`src/rtl/hd44780_nybble_receiver.sv`:
```
// hd44780_nybble_receiver: LCD-side HD44780 bus sampler that reassembles bytes and flags E timing violations.
module hd44780_nybble_receiver #(
  parameter int PWEH_MIN = 22,
  parameter int TCYCE_MIN = 48,
  parameter int COUNT_BITS = 8
) (
  input  logic       CLK_I,
  input  logic       RST_I,
  input  logic       i_rs,
  input  logic       i_e,
  input  logic [3:0] i_nybble,
  output logic [7:0] o_byte,
  output logic       o_rs,
  output logic       o_stb,
  output logic       o_mode_4bit,
  output logic       o_err_pweh,
  output logic       o_err_tcyc,
  output logic       o_err_rs
);
  localparam logic [0:0] MODE8 = 1'b0;
  localparam logic [0:0] MODE4 = 1'b1;
  localparam logic [COUNT_BITS-1:0] CMAX = '1;
  localparam logic [COUNT_BITS:0] PWEH_L = (COUNT_BITS+1)'(PWEH_MIN);
  localparam logic [COUNT_BITS-1:0] TCYCE_L = COUNT_BITS'(TCYCE_MIN);
  logic [5:0] s1, s2, s3;
  logic [0:0] state;
  logic phase_high, seen_rise, hi_rs;
  logic [3:0] hi;
  logic [COUNT_BITS-1:0] hcnt, pcnt;
  logic rise, fall, rs_s;
  logic [3:0] nyb;
  logic [COUNT_BITS:0] hcnt_inc;
  // pipe word is {rs, e, nybble}; data comes from s3, the last sample taken with E high
  assign rise = s2[4] & ~s3[4];
  assign fall = ~s2[4] & s3[4];
  assign rs_s = s3[5];
  assign nyb = s3[3:0];
  assign hcnt_inc = {1'b0, hcnt} + 1'b1;
  always_ff @(posedge CLK_I) begin
    if (RST_I) begin
      {s1, s2, s3} <= '0;
      state <= MODE8;
      phase_high <= 1'b1;
      seen_rise <= 1'b0;
      hi <= '0;
      hi_rs <= 1'b0;
      hcnt <= '0;
      pcnt <= '0;
      o_byte <= '0;
      o_rs <= 1'b0;
      o_stb <= 1'b0;
      o_mode_4bit <= 1'b0;
      o_err_pweh <= 1'b0;
      o_err_tcyc <= 1'b0;
      o_err_rs <= 1'b0;
    end else begin
      s1 <= {i_rs, i_e, i_nybble};
      s2 <= s1;
      s3 <= s2;
      o_stb <= 1'b0;
      o_err_pweh <= 1'b0;
      o_err_rs <= 1'b0;
      o_err_tcyc <= rise & seen_rise & (pcnt < TCYCE_L);
      seen_rise <= seen_rise | rise;
      pcnt <= rise ? '0 : (pcnt == CMAX) ? pcnt : pcnt + 1'b1;
      hcnt <= rise ? '0 : (s2[4] && hcnt != CMAX) ? hcnt + 1'b1 : hcnt;
      o_mode_4bit <= state;
      if (fall) begin
        o_err_pweh <= hcnt_inc < PWEH_L;
        if (state == MODE8) begin
          o_byte <= {nyb, 4'h0};
          o_rs <= rs_s;
          o_stb <= 1'b1;
          if (!rs_s && nyb == 4'b0010) begin
            state <= MODE4;
            phase_high <= 1'b1;
          end
        end else if (phase_high) begin
          hi <= nyb;
          hi_rs <= rs_s;
          phase_high <= 1'b0;
        end else begin
          o_byte <= {hi, nyb};
          o_rs <= hi_rs;
          o_stb <= 1'b1;
          o_err_rs <= hi_rs != rs_s;
          phase_high <= 1'b1;
          if (!hi_rs && hi == 4'b0011) state <= MODE8;
        end
      end
    end
  end
endmodule

```
`config.mk`:
```
export PLATFORM = sky130hd
export DESIGN_NAME = hd44780_nybble_receiver
export DESIGN_NICKNAME = d
export VERILOG_FILES = /design/src/rtl/hd44780_nybble_receiver.sv
export SDC_FILE = /design/constraint.sdc
export NUM_CORES = 1
export LEC_CHECK = 0
export BUFFER_PORTS_ARGS = -buffer_cell sky130_fd_sc_hd__buf_2
export CORE_MARGIN = 2
export CORE_UTILIZATION = 27
export DETAILED_ROUTE_END_ITERATION = 8
export REMOVE_ABC_BUFFERS = 1
export SYNTH_ARGS = -nofsm -noshare
export SYNTH_HDL_FRONTEND = slang
export SYNTH_SLANG_ARGS = --single-unit
```
`constraint.sdc`:
```
create_clock -name CLK_I -period 2.3 [get_ports CLK_I]
set_input_delay 0.115 -clock CLK_I [delete_from_list [all_inputs] [get_ports CLK_I]]
set_output_delay 0.115 -clock CLK_I [all_outputs]
set_load 0.01 [all_outputs]
```
==> flow_metrics.py <==
metrics = {
    "run_status": {
        "status": "finished, final reports clean",
    },
    "global_routing": {
        "grt_overflow": 0,
        "grt_pass1_wl_mm": 6.90,
        "first_global_vias": 1536,
        "grt_max_degree": 27,
        "gr-usage-all-layers_pct": 9.62,
        "antenna_found_initial": 0,
    },
    "setup_path": {
        "crit_slowest_cell": "or4_1",
        "r2r_end": "hcnt[5]$_SDFFE_PP0P_",
        "rr_worst_depth": 4,
        "max_stage_delay_ps": 550,
        "arrival_ps": 1940,
        "cp_cell_sequence": "nor2b_1 > or2_1 > or4_1 > nand2_1",
        "worst-path-buf-inv": 0,
        "worstSetupPathType": "reg -> reg",
        "end_kind": "register",
        "r2r_setup_slack_ps": 620,
        "path_max_fanout": 13,
        "critPathTopFamily": "simple AND/OR/NAND/NOR gates",
        "required_ps": 2560,
        "worstSetupStartpointType": "register",
        "rr_startpoint": "s2[4]$_SDFF_PP0_",
    },
    "clock_network": {
        "cts_setup_buffers": 0,
        "cts_buffers": 5,
        "cts.clk_slew.worst_paths_ps": 110,
        "cts-resized-gates": 0,
        "postCtsHoldBufs": 1,
        "clockBufferDepth": 2,
        "cts_tree": "yes",
        "htree_levels": 2,
        "clockRootBuffer": "clkbuf_8",
        "clk_latency_ps": 310,
        "cts_sinks": 56,
    },
    "logic_synthesis": {
        "yosysWarnings": 0,
        "async_flop_share_pct": 0,
        "synth_seq_cells": 56,
        "ys.flop_type": "dfxtp_1",
        "synth_top_area_share_pct": 50.7,
        "syn-cell-area_mm2": 0.00221,
        "ys_seq_area_share_pct": 50.7,
        "synth_edf_count": 0,
        "synthesis.instances": 236,
        "synth_area_leader_cell": "dfxtp_1",
        "yosysUniqueCellTypes": 37,
        "ys_top_cells_by_area": "dfxtp_1 (51%), mux2i_1 (6.8%), nor2b_1 (6.8%)",
        "avgSynthCellArea_um2": 9.37,
    },
    "sta": {
        "finalSetupViolations": 0,
        "final.setup.tns_ps": 0,
        "rsz0062_at_grt": "false",
        "fin_worst_skew_ps": 12.0,
        "setup_ws_ps": 620,
        "worst_slew_pin_slew_ps": 518,
        "fin_crit_sh_pct": 73.0,
        "max_clock_freq_ghz": 0.595,
        "hold_viol": 0,
        "fin_crit_ps": 1680,
        "final-max-slew-violation-count": 0,
        "maxSlewHeadroom_pct": 65.4,
    },
    "routing": {
        "met3_length_um": 145,
        "viasPerCell": 4.59,
        "wl_met1_mm": 1.91,
        "final_antenna_net_count": 0,
        "vias": 1651,
        "wl_per_cell_um": 10.9,
        "drt-total-wl_mm": 3.91,
        "dr.max_layer_used": "met4",
        "wl_met2_mm": 1.81,
        "drt-initial-drc-count": 63,
        "dr.pass1.iters": 4,
        "drc": 0,
    },
    "power": {
        "cellPowerDensity_mw_per_mm2": 682,
        "swShare_pct": 22.1,
        "pwr-share-comb_pct": 3.9,
        "power.internal_uw": 1350,
        "peakVddDrop_uv": 249,
        "p_leak_uw": 0.00101,
        "p_seq_share_pct": 58.0,
        "clkPwrFrac_pct": 38.1,
        "net-switching-power_uw": 382,
    },
    "min_path": {
        "hold_path.startpoint": "i_rs",
        "hold_end": "s1[5]$_SDFF_PP0_",
        "hold_path_depth": 2,
        "min_path_type": "in -> reg",
    },
    "floorplanning": {
        "io-pin-count": 22,
        "row_count": 33,
        "die_w_um": 94.5,
        "start_util_pct": 27.3,
        "fp.coreArea_mm2": 0.00809,
        "die_area_mm2": 0.00893,
        "die_y_um": 94.5,
    },
    "final_layout": {
        "drive_above_1_share_pct": 13.3,
        "n_antenna_cell": 0,
        "multi_input_area_mm2": 0.00103,
        "nNetsFinal": 264,
        "fin_area_mm2": 0.00254,
        "mostFrequentLayoutCells": "dfxtp_1 (56), nor2_1 (31), nor2b_1 (24), buf_2 (21), mux2i_1 (15)",
        "seqCellArea_mm2": 0.00112,
        "mostFrequentLayoutCell": "dfxtp_1",
        "fillers": 860,
        "syn2layout_area_growth_pct": 14.7,
    },
    "placed_design": {
        "dp_slack_ps": 606,
        "io_buffers": 21,
        "gp_congestion": 0.794,
        "dp_hpwl_mm": 2.70,
        "postPlaceCellArea_mm2": 0.00241,
    },
    "run": {
        "drv_cap": 0,
    },
}
-- cells in the mapped netlist, drive strengths merged (4+ instances only) --
library cell  count
dfxtp            56
nor2             32
nor2b            24
mux2i            15
nand2            11
nand3            11
a21oi             9
clkbuf            9
and3              6
xor2              6
a211oi            5
buf               5
o21ai             5
nand4             4
nor3              4
-- per-layer routing --
| metal | track usage, % | vias up |
|---|---|---|
| met5 | 0 | - |
| met1 | 11.9 | 764 |
| met3 | 2.55 | 4 |
| li1 | - | 856 |
| met2 | 16.2 | 27 |
| met4 | 3.38 | 0 |
-- kinds of logic after synthesis --
group	synth area share (%)
adders and majority gates	1.13
and+or+nand+nor	25.3
muxes	6.79
buffers and inverters	2.66
AOI/OAI and AO/OA	11.1
DFF	50.7
xor gates and xnor gates	2.38
-- per-stage QoR --
step / hold WS [ps] / utilization, % / power, uW / instances
after global placement: 333 / 29.8 / 1090 / 351
after global routing: 8.10 / 31.4 / 1800 / 360
after CTS: 4.87 / 31.4 / 1760 / 360
after detailed placement: 328 / 29.8 / 1100 / 351
after floorplan: 184 / - / 1060 / 222
final: 14.1 / 31.4 / 1730 / 360
-- worst max path at each step --
stage,depth (start not counted),slack (ps),end,startpoint
3_5_place_dp,4,610,pcnt[5]$_SDFFE_PP0P_,s2[4]$_SDFF_PP0_
5_1_grt,4,510,pcnt[5]$_SDFFE_PP0P_,s2[4]$_SDFF_PP0_
6_report,4,620,hcnt[5]$_SDFFE_PP0P_,s2[4]$_SDFF_PP0_
4_1_cts,4,590,hcnt[5]$_SDFFE_PP0P_,s2[4]$_SDFF_PP0_
2_1_floorplan,4,800,hcnt[5]$_SDFFE_PP0P_,s2[4]$_SDFF_PP0_
3_3_place_gp,4,640,pcnt[5]$_SDFFE_PP0P_,s2[4]$_SDFF_PP0_
-- state kept, by name, indices dropped and copies added, names as in the netlist, 4 cells and up --
name / cells
hcnt: 8
o_byte: 8
hi: 4
s1: 6
pcnt: 8
s2: 6
s3: 6
-- final cells by class --
class | instances | share of cell area, %
clock buffer | 5 | 2.71
clock inverter | 3 | 1.82
tap | 105 | 5.18
timing repair buffer | 25 | 5.42
multi-input combinational | 166 | 40.7
sequential | 56 | 44.2
-- power groups by stage --
stage	logic, uW	clock network [uW]	registers (uW)
detailed placement	67.2	0	1030
global placement	66.4	0	1030
global route	77.6	717	1010
CTS	68.8	683	1010
finish	67.2	659	1010
floorplan	35.9	0	1030
Power figures use the tool's default switching activity.
